===== src/rtl/spi_slave_duplex_if.sv =====
// spi_slave_duplex_if
//   Groups the SPI pin signals and the core-side TX/RX handshake of
//   spi_slave_duplex into one bundle.
//   Pins  : SCLK, MOSI, SS (master -> slave), MISO, MISO_oe (slave -> master)
//   Config: mode = {CPOL, CPHA}
//   TX    : tx_data, tx_valid (core -> slave), tx_ready (slave -> core)
//   RX    : rx_data, rx_valid (slave -> core)
//   Status: tx_underrun, frame_err, busy (slave -> core)
//   Modport slave is used by the design, master by whatever drives it.
interface spi_slave_duplex_if #(
    parameter int DATA_WIDTH = 8
);
    logic                  SCLK;
    logic                  MOSI;
    logic                  SS;
    logic                  MISO;
    logic                  MISO_oe;
    logic [1:0]            mode;
    logic [DATA_WIDTH-1:0] tx_data;
    logic                  tx_valid;
    logic                  tx_ready;
    logic [DATA_WIDTH-1:0] rx_data;
    logic                  rx_valid;
    logic                  tx_underrun;
    logic                  frame_err;
    logic                  busy;

    modport slave (
        input  SCLK, MOSI, SS, mode, tx_data, tx_valid,
        output MISO, MISO_oe, tx_ready, rx_data, rx_valid,
               tx_underrun, frame_err, busy
    );

    modport master (
        output SCLK, MOSI, SS, mode, tx_data, tx_valid,
        input  MISO, MISO_oe, tx_ready, rx_data, rx_valid,
               tx_underrun, frame_err, busy
    );
endinterface


===== src/rtl/spi_slave_duplex.sv =====
// spi_slave_duplex
//   Full-duplex SPI slave supporting all four SPI modes. SCLK, MOSI and SS
//   are synchronised to clock; received words appear on rx_data with a
//   one-cycle rx_valid pulse while a one-entry TX holding register feeds
//   the MISO shifter. Words repeat back-to-back while SS stays low.
//   Ports:
//     clock : system clock, rising edge
//     reset : synchronous, active-high
//     bus   : spi_slave_duplex_if.slave (pins, mode, TX/RX handshake, status)
module spi_slave_duplex #(
    parameter int DATA_WIDTH  = 8,
    parameter int SYNC_STAGES = 2
) (
    input  logic                clock,
    input  logic                reset,
    spi_slave_duplex_if.slave   bus
);

    localparam int CW = (DATA_WIDTH > 2) ? $clog2(DATA_WIDTH) : 1;

    typedef enum logic {IDLE, ACTIVE} state_t;

    state_t                  r_state;
    state_t                  w_state_next;

    logic [SYNC_STAGES-1:0]  r_sclk_sync;
    logic [SYNC_STAGES-1:0]  r_mosi_sync;
    logic [SYNC_STAGES-1:0]  r_ss_sync;
    logic                    r_sclk_d;
    logic                    r_ss_d;

    logic [1:0]              r_mode;
    logic [CW-1:0]           r_bit_cnt;
    logic                    r_word_done;
    logic [DATA_WIDTH-1:0]   r_tx_shift;
    logic [DATA_WIDTH-2:0]   r_rx_shift;
    logic [DATA_WIDTH-1:0]   r_txbuf;
    logic                    r_txbuf_full;
    logic [DATA_WIDTH-1:0]   r_rx_data;
    logic                    r_rx_valid;
    logic                    r_tx_underrun;
    logic                    r_frame_err;

    logic                    w_sclk_s;
    logic                    w_mosi_s;
    logic                    w_ss_s;
    logic                    w_sclk_rise;
    logic                    w_sclk_fall;
    logic                    w_ss_fall;
    logic                    w_ss_rise;
    logic                    w_lead;
    logic                    w_trail;
    logic                    w_sample;
    logic                    w_shift;
    logic                    w_start;
    logic                    w_stop;
    logic                    w_sample_en;
    logic                    w_shift_en;
    logic                    w_last_bit;
    logic                    w_reload;
    logic [DATA_WIDTH-1:0]   w_rx_next;

    assign w_sclk_s    = r_sclk_sync[SYNC_STAGES-1];
    assign w_mosi_s    = r_mosi_sync[SYNC_STAGES-1];
    assign w_ss_s      = r_ss_sync[SYNC_STAGES-1];
    assign w_sclk_rise = w_sclk_s & ~r_sclk_d;
    assign w_sclk_fall = ~w_sclk_s & r_sclk_d;
    assign w_ss_fall   = ~w_ss_s & r_ss_d;
    assign w_ss_rise   = w_ss_s & ~r_ss_d;

    // Edge roles come from the mode latched at SS fall.
    assign w_lead   = r_mode[1] ? w_sclk_fall : w_sclk_rise;
    assign w_trail  = r_mode[1] ? w_sclk_rise : w_sclk_fall;
    assign w_sample = r_mode[0] ? w_trail : w_lead;
    assign w_shift  = r_mode[0] ? w_lead  : w_trail;

    assign w_last_bit = (r_bit_cnt == CW'(DATA_WIDTH - 1));
    assign w_reload   = w_start | (w_shift_en & (r_bit_cnt == '0) & r_word_done);
    assign w_rx_next  = {r_rx_shift, w_mosi_s};

    always_ff @(posedge clock) begin
        if (reset) r_state <= IDLE;
        else       r_state <= w_state_next;
    end

    // SS rise is checked first so a coincident sample edge is dropped.
    always_comb begin
        w_state_next = r_state;
        w_start      = 1'b0;
        w_stop       = 1'b0;
        w_sample_en  = 1'b0;
        w_shift_en   = 1'b0;
        case (r_state)
            IDLE: begin
                if (w_ss_fall) begin
                    w_state_next = ACTIVE;
                    w_start      = 1'b1;
                end
            end
            ACTIVE: begin
                if (w_ss_rise) begin
                    w_state_next = IDLE;
                    w_stop       = 1'b1;
                end else begin
                    w_sample_en = w_sample;
                    w_shift_en  = w_shift;
                end
            end
            default: w_state_next = IDLE;
        endcase
    end

    always_ff @(posedge clock) begin
        if (reset) begin
            r_sclk_sync   <= '0;
            r_mosi_sync   <= '0;
            r_ss_sync     <= '1;
            r_sclk_d      <= 1'b0;
            r_ss_d        <= 1'b1;
            r_mode        <= '0;
            r_bit_cnt     <= '0;
            r_word_done   <= 1'b0;
            r_tx_shift    <= '0;
            r_rx_shift    <= '0;
            r_txbuf       <= '0;
            r_txbuf_full  <= 1'b0;
            r_rx_data     <= '0;
            r_rx_valid    <= 1'b0;
            r_tx_underrun <= 1'b0;
            r_frame_err   <= 1'b0;
        end else begin
            r_sclk_sync   <= {r_sclk_sync[SYNC_STAGES-2:0], bus.SCLK};
            r_mosi_sync   <= {r_mosi_sync[SYNC_STAGES-2:0], bus.MOSI};
            r_ss_sync     <= {r_ss_sync[SYNC_STAGES-2:0], bus.SS};
            r_sclk_d      <= w_sclk_s;
            r_ss_d        <= w_ss_s;
            r_rx_valid    <= 1'b0;
            r_tx_underrun <= 1'b0;
            r_frame_err   <= 1'b0;

            // Capture is only possible while empty, so a load in the same
            // cycle finds the slot empty (underrun) and the new word stays
            // buffered for the next load.
            if (bus.tx_valid && !r_txbuf_full) begin
                r_txbuf      <= bus.tx_data;
                r_txbuf_full <= 1'b1;
            end else if (w_reload) begin
                r_txbuf_full <= 1'b0;
            end

            if (w_reload) begin
                r_tx_shift    <= r_txbuf_full ? r_txbuf : '0;
                r_tx_underrun <= ~r_txbuf_full;
            end else if (w_shift_en && (r_bit_cnt != '0)) begin
                r_tx_shift <= {r_tx_shift[DATA_WIDTH-2:0], 1'b0};
            end

            if (w_start) begin
                r_mode      <= bus.mode;
                r_bit_cnt   <= '0;
                r_word_done <= 1'b0;
            end else if (w_sample_en) begin
                r_rx_shift <= w_rx_next[DATA_WIDTH-2:0];
                if (w_last_bit) begin
                    r_rx_data   <= w_rx_next;
                    r_rx_valid  <= 1'b1;
                    r_bit_cnt   <= '0;
                    r_word_done <= 1'b1;
                end else begin
                    r_bit_cnt <= r_bit_cnt + 1'b1;
                end
            end else if (w_reload) begin
                r_word_done <= 1'b0;
            end

            if (w_stop && (r_bit_cnt != '0)) r_frame_err <= 1'b1;
        end
    end

    assign bus.MISO        = (r_state == ACTIVE) & r_tx_shift[DATA_WIDTH-1];
    assign bus.MISO_oe     = ~w_ss_s;
    assign bus.tx_ready    = ~r_txbuf_full;
    assign bus.rx_data     = r_rx_data;
    assign bus.rx_valid    = r_rx_valid;
    assign bus.tx_underrun = r_tx_underrun;
    assign bus.frame_err   = r_frame_err;
    assign bus.busy        = (r_state == ACTIVE);

endmodule


===== src/flat_wrapper.sv =====
// flat-port wrapper written by rule: the top's interface ports become plain ports
module spi_slave_duplex_flat 
#(
    parameter int DATA_WIDTH  = 8,
    parameter int SYNC_STAGES = 2
)
  (clock, reset, bus_SCLK, bus_MOSI, bus_SS, bus_mode, bus_tx_data, bus_tx_valid, bus_MISO, bus_MISO_oe, bus_tx_ready, bus_rx_data, bus_rx_valid, bus_tx_underrun, bus_frame_err, bus_busy);
  spi_slave_duplex_if #(.DATA_WIDTH(DATA_WIDTH)) bus_i ();
  input  logic clock;
  input  logic reset;
  input wire logic [$bits(bus_i.SCLK)-1:0] bus_SCLK;
  input wire logic [$bits(bus_i.MOSI)-1:0] bus_MOSI;
  input wire logic [$bits(bus_i.SS)-1:0] bus_SS;
  input wire logic [$bits(bus_i.mode)-1:0] bus_mode;
  input wire logic [$bits(bus_i.tx_data)-1:0] bus_tx_data;
  input wire logic [$bits(bus_i.tx_valid)-1:0] bus_tx_valid;
  output wire logic [$bits(bus_i.MISO)-1:0] bus_MISO;
  output wire logic [$bits(bus_i.MISO_oe)-1:0] bus_MISO_oe;
  output wire logic [$bits(bus_i.tx_ready)-1:0] bus_tx_ready;
  output wire logic [$bits(bus_i.rx_data)-1:0] bus_rx_data;
  output wire logic [$bits(bus_i.rx_valid)-1:0] bus_rx_valid;
  output wire logic [$bits(bus_i.tx_underrun)-1:0] bus_tx_underrun;
  output wire logic [$bits(bus_i.frame_err)-1:0] bus_frame_err;
  output wire logic [$bits(bus_i.busy)-1:0] bus_busy;
  assign bus_i.SCLK = bus_SCLK;
  assign bus_i.MOSI = bus_MOSI;
  assign bus_i.SS = bus_SS;
  assign bus_i.mode = bus_mode;
  assign bus_i.tx_data = bus_tx_data;
  assign bus_i.tx_valid = bus_tx_valid;
  assign bus_MISO = bus_i.MISO;
  assign bus_MISO_oe = bus_i.MISO_oe;
  assign bus_tx_ready = bus_i.tx_ready;
  assign bus_rx_data = bus_i.rx_data;
  assign bus_rx_valid = bus_i.rx_valid;
  assign bus_tx_underrun = bus_i.tx_underrun;
  assign bus_frame_err = bus_i.frame_err;
  assign bus_busy = bus_i.busy;
  spi_slave_duplex #(.DATA_WIDTH(DATA_WIDTH), .SYNC_STAGES(SYNC_STAGES)) u_core (.clock(clock), .reset(reset), .bus(bus_i));
endmodule

===== config.mk =====
export PLATFORM = sky130hd
export DESIGN_NAME = spi_slave_duplex_flat
export DESIGN_NICKNAME = d
export VERILOG_FILES = /design/src/rtl/spi_slave_duplex_if.sv /design/src/rtl/spi_slave_duplex.sv /design/src/flat_wrapper.sv
export SDC_FILE = /design/constraint.sdc
export NUM_CORES = 1
export LEC_CHECK = 0
export CORE_UTILIZATION = 55
export CTS_BUF_LIST = sky130_fd_sc_hd__clkbuf_8
export CTS_CLUSTER_SIZE = 10
export DETAILED_ROUTE_END_ITERATION = 10
export GPL_TIMING_DRIVEN = 0
export PLACE_DENSITY = 0.88
export SYNTH_ARGS = -nofsm -noshare
export SYNTH_HDL_FRONTEND = slang
export SYNTH_SLANG_ARGS = --single-unit

===== constraint.sdc =====
create_clock -name clock -period 1.9 [get_ports clock]
set_input_delay 0.19 -clock clock [delete_from_list [all_inputs] [get_ports clock]]
set_output_delay 0.19 -clock clock [all_outputs]
set_load 0.005 [all_outputs]

======== Word level (Yosys, flattened, before mapping) ========
Cells that the tools add are included.
storage, ports and cells
  bits in registers ....................... 50
  bits of input ports ..................... 16
  output and inout bits ................... 15
  logic and storage cells ................. 76
cells by class
  add/sub/neg operators ................... 1
  equality and inequality tests ........... 2
  multiplexer cells ....................... 24
  bitwise gates (word level) .............. 17
  reductions and logical operators ........ 15
operator list
  kind                   number
  $mux W8                3
  $mux W1                19
  $not A1 Y1             9
  $and A1 B1 Y1          7
  $reduce_bool A2 Y1     3
  $reduce_and A2 Y1      2
  $reduce_or A2 Y1       2
  $add A3 B1 Y3 const B  1
  $eq A3 B3 Y1 const B   1
  $logic_and A1 B1 Y1    3
  $logic_not A3 Y1       1
  $mux W3                1
  $reduce_and A3 Y1      1
  $reduce_bool A3 Y1     1
  $reduce_or A3 Y1       1
  $ne A2 B2 Y1 const B   1
  $pmux W1 S2            1
  $logic_not A1 Y1       1
  $or A1 B1 Y1           1

======== Logic depth before layout (Yosys ltp) ========
  word-level depth ........................ 11
  depth in mapped cells ................... 6
  gate-level depth less buffers ........... 6

======== Worst setup path after synthesis ========
Ideal clock, no wire load.
  kind .................................... register -> register
  start point ............................. reg u_core.r_bit_cnt[0]
  end point ............................... reg u_core.r_tx_shift[1]
  setup time .............................. 0.082 ns
  arrival time ............................ 1.580 ns
  required time ........................... 1.818 ns
  path slack .............................. 0.237 ns
  cell stages (with the launch flop) ...... 7
  path buffers ............................ 0
  clock period less this slack ............ 1.663 ns
  cell sequence ........................... dfxtp_1 > inv_1 > ha_1 > nor2b_1 > nor4b_1 > nand3_1 > o221ai_1
on the way
  cells in the longest elaborated chain, start to end .. 5
  elaborated cells between the ends (all ways) .. 8
  classes of those cells .................. mux: 1; bitwise: 3; reduce/logical: 4
RTL lines
  element                                               line                     text
  from (decl)                                           spi_slave_duplex.sv:33   logic [CW-1:0] r_bit_cnt;
  from (signal assigned)                                spi_slave_duplex.sv:170  r_bit_cnt <= r_bit_cnt + 1'b1;
  $logic_not A3 Y1                                      spi_slave_duplex.sv:78   assign w_reload = w_start | (w_shift_en & (r_bit_cnt == '0) & r_word_done);
  $and A1 B1 Y1 (2 in series)                           spi_slave_duplex.sv:78
  $or A1 B1 Y1                                          spi_slave_duplex.sv:78
  $mux W8 / $reduce_bool A2 Y1 (equally long branches)  n/a
  to (signal assigned)                                  spi_slave_duplex.sv:152  r_tx_shift <= r_txbuf_full ? r_txbuf : '0;
  to (signal assigned)                                  spi_slave_duplex.sv:155  r_tx_shift <= {r_tx_shift[DATA_WIDTH-2:0], 1'b0};
  to (decl)                                             spi_slave_duplex.sv:35   logic [DATA_WIDTH-1:0] r_tx_shift;
Several ways; a longest one is shown, not always the timed one.
A chain may end at the register's enable or synchronous reset.

======== Final worst setup path ========
  start point ............................. reg u_core.r_bit_cnt[0]
  end point ............................... reg u_core.r_tx_shift[5]
The elaborated chain is that of the path after synthesis.

==> summary.md <==
| Metric | Value |
|---|---|
| Min-delay worst type | reg2reg |
| Design Power | 1.97 mW |
| Slowest CP cell | o41a_4 |
| Router iterations before antenna repair | 4 |
| Critical Path Source | u_core.r_bit_cnt[0] |
| Number of synthesized flops with an enable pin | 0 |
| Max Buffers Root-to-Sink | 2 |
| CTS tree | done |
| CP Capture Type | register |
| # nets final | 286 |
| Tmin final | 1.72 ns |
| Num CTS Buffers | 5 |
| Initial antenna violation count | 0 |
| RSZ-0062 raised after global routing | no |
| FF+latch count, synth | 50 |
| VDD IR-drop max | 0.652 mV |
| Final std cell area, no fill | 2570 µm² |
| Tcrit/Tclk final | 0.905 |
| DR vias | 1,663 |
| P&R area growth vs syn | 23.4% |
| Biggest cell delay along the critical path | 0.45 ns |
| Die area | 4040 µm² |
| Cell area after synthesis | 2080 µm² |
| Endpoints failing setup | 0 |
| R2R Setup Slk | 0.18 ns |
| Placed instance area | 2440 µm² |
| Gate Count Post-Synth | 230 |
| Buffers added on ports | 30 |
| First-pass GRT wire length | 6600 µm |
| Asr flop ratio synth | 0 |
| Largest net degree at the start of global routing | 16 |
| Core Rows | 21 |
| Post-CTS setup buffer count | 0 |
| Clock Skew | 0.00668 ns |
| Slew Limit Fails | 0 |
| LEAKAGE | 0.889 nW |
| Delay-heaviest family, CP | compound AO/OA/AOI/OAI gates |
| Worst-Margin Slew | 0.611 ns |
| 1st-iter DRT viols | 91 |
| Max Cap Viol | 0 |
| Crit Path Category | reg2reg |
| Final std cells w/o fill | 314 |
| Share of post-route cells with drive strength above 1 | 0.0933 |
| Top_reg_cell synth | dfxtp_1 |
| Hold-fix buffers at CTS | 0 |
| Io pins | 31 |
| CP Depth | 6 |
| Req. time, crit path | 2.13 ns |
| Grt total ovfl | 0 |
| Sequential share of the synthesized area | 0.481 |
| Initial Util | 0.600 |
| WP data arrival | 1.95 ns |
| Pwr dens | 768 nW/µm² |
| Worst r2r src | u_core.r_bit_cnt[0] |
| Sink Count | 50 |
| CTS root buffer | clkbuf_8 |
| DP Cell Count | 306 |
| Syn_nets | 249 |
| Relative slew slack | 0.592 |
| CP bufs+invs | 1 |
| CP endpoint | u_core.r_tx_shift[5] |
| Post-Route WL | 3940 µm |
| Final hold vios | 0 |
| Routed WL per cell | 12.6 µm |
| Clock latency on the worst-skew pair | 0.30 ns |
| Fmax | 582 MHz |
| Status | completed |
| Antenna Nets Post-Route | 0 |
| H-tree Lvls | 2 |
| Chip width | 63.5 µm |
| R2R Path End | u_core.r_tx_shift[5] |
| Cts repair resizes | 1 |
| Clock transition at path regs | 0.09 ns |
| R2R depth | 6 |
| Synth Area per Inst | 9.05 µm² |
| Gr usage total | 0.213 |
| CP cell instances | inv_1 > ha_1 > nor2b_2 > nand4_1 > o41a_4 > o221ai_1 |
| Worst-path maximum fanout | 8 |
| Syn. warnings | 0 |
| Vias in the first global route | 1,428 |
| # DRC | 0 |
| DR vias/cell | 5.30 |
| Synth cell types | 34 |
| Die Y | 63.5 µm |
| Hpwl dp | 2660 µm |
| N_diodes | 0 |
| Crit start category | register |
| Gpl congestion | 0.886 |
| Area of the core | 3470 µm² |
==> worst register-to-register path: stages, from the launching register on <==
cell,delay [ns]
dfxtp_1,0.33
inv_1,0.09
ha_1,0.14
nor2b_2,0.22
nand4_1,0.23
o41a_4,0.45
o221ai_1,0.19
==> metrics by stage <==
step / TNS [ns] / utilization / hold WS (ns) / setup WS [ns]
after floorplan: 0 / - / 0.294 / 0.237
after global placement: -0.921 / 0.703 / 0.392 / -0.145
after detailed placement: -0.824 / 0.703 / 0.399 / -0.134
after CTS: 0 / 0.737 / 0.418 / 0.0368
after global routing: 0 / 0.741 / 0.423 / 0.0113
final: 0 / 0.741 / 0.415 / 0.180
==> area by class of cell <==
| type | count | area (µm²) |
|---|---|---|
| Timing Repair Buffer | 30 | 300 |
| Buffer | 11 | 47.5 |
| Sequential cell | 50 | 1000 |
| Tap cell | 46 | 57.6 |
| Inverter | 20 | 75.1 |
| Clock inverter | 3 | 40.0 |
| Fill cell | 255 | 898 |
| Clock buffer | 5 | 68.8 |
| Multi-Input combinational cell | 149 | 980 |
==> sequential cells by signal, summed over array words and instances, names as in the netlist, 2 cells and up <==
signal,count
u_core.r_rx_shift,7
u_core.r_ss_sync,2
u_core.bus.rx_data,8
u_core.r_tx_shift,8
u_core.r_sclk_sync,2
u_core.r_mode,2
u_core.r_mosi_sync,2
u_core.r_txbuf,8
u_core.r_bit_cnt,3
==> cells by family (layout without fill, tap and decap cells) <==
kind of cell	Yosys count	in the layout	synth area share
fa+ha+maj	3	3	0.0180
xor+xnor	2	2	0.0120
compound gates	44	44	0.140
mux	14	14	0.0691
buf+inv	31	69	0.0583
flops	50	50	0.481
simple gates	86	86	0.222
==> how the worst min path moves through the flow <==
stage / from / endpoint / slack, ns / cells after the start
2_1_floorplan: bus_SS / u_core.r_ss_sync[0] / 0.29 / 1
3_3_place_gp: u_core.r_ss_sync[0] / u_core.r_ss_sync[1] / 0.39 / 1
3_5_place_dp: u_core.r_ss_sync[0] / u_core.r_ss_sync[1] / 0.40 / 1
4_1_cts: u_core.r_ss_sync[0] / u_core.r_ss_sync[1] / 0.42 / 1
5_1_grt: u_core.r_ss_sync[0] / u_core.r_ss_sync[1] / 0.42 / 1
6_report: u_core.r_ss_sync[0] / u_core.r_ss_sync[1] / 0.42 / 1
==> power by group <==
part / internal, mW / total, mW / switching (mW) / leakage, nW
combinational: 0.0780 / 0.167 / 0.0888 / 0.425
sequential: 1.07 / 1.09 / 0.0151 / 0.406
clock: 0.387 / 0.720 / 0.333 / 0.0579
==> cells in the final DEF, fill, tap and decap left out, types with 2 or more instances in the layout <==
master           instances
a21oi_1                 19
and2_1                   2
nor2b_1                 10
inv_1                   20
nor2_1                   6
dfxtp_1                 50
o21ai_0                 12
o221ai_1                 7
mux2i_2                  2
clkbuf_1                 6
mux2i_1                 12
clkdlybuf4s50_1         30
ha_1                     3
or2_2                    4
nand2b_1                19
nand3_1                 17
clkbuf_8                 5
nand2_1                 20
buf_1                    2
clkinv_2                 2
==> routing by layer <==
metal / wire (µm) / global-route usage / vias to the layer above
li1: - / - / 852
met2: 1840 / 0.327 / 40
met4: 71 / 0.0739 / 0
met3: 166 / 0.0616 / 8
met5: 0 / 0 / -
met1: 1870 / 0.284 / 763
==> cells in the mapped netlist (all sizes together) (2+ instances only) <==
master  instances  area, µm²
ha              3       37.5
inv            20       75.1
mux2i          14        144
nand2b         19        119
dfxtp          50       1000
clkbuf          7       26.3
nor2b          11       68.8
nand3          17       85.1
o21ai          12       60.1
and2            2       12.5
nor2            6       22.5
a21oi          19       95.1
nand2          20       75.1
or2             4       25.0
buf             4       20.0
o221ai          7       61.3
No activity file was read; power rests on OpenSTA's default activity.
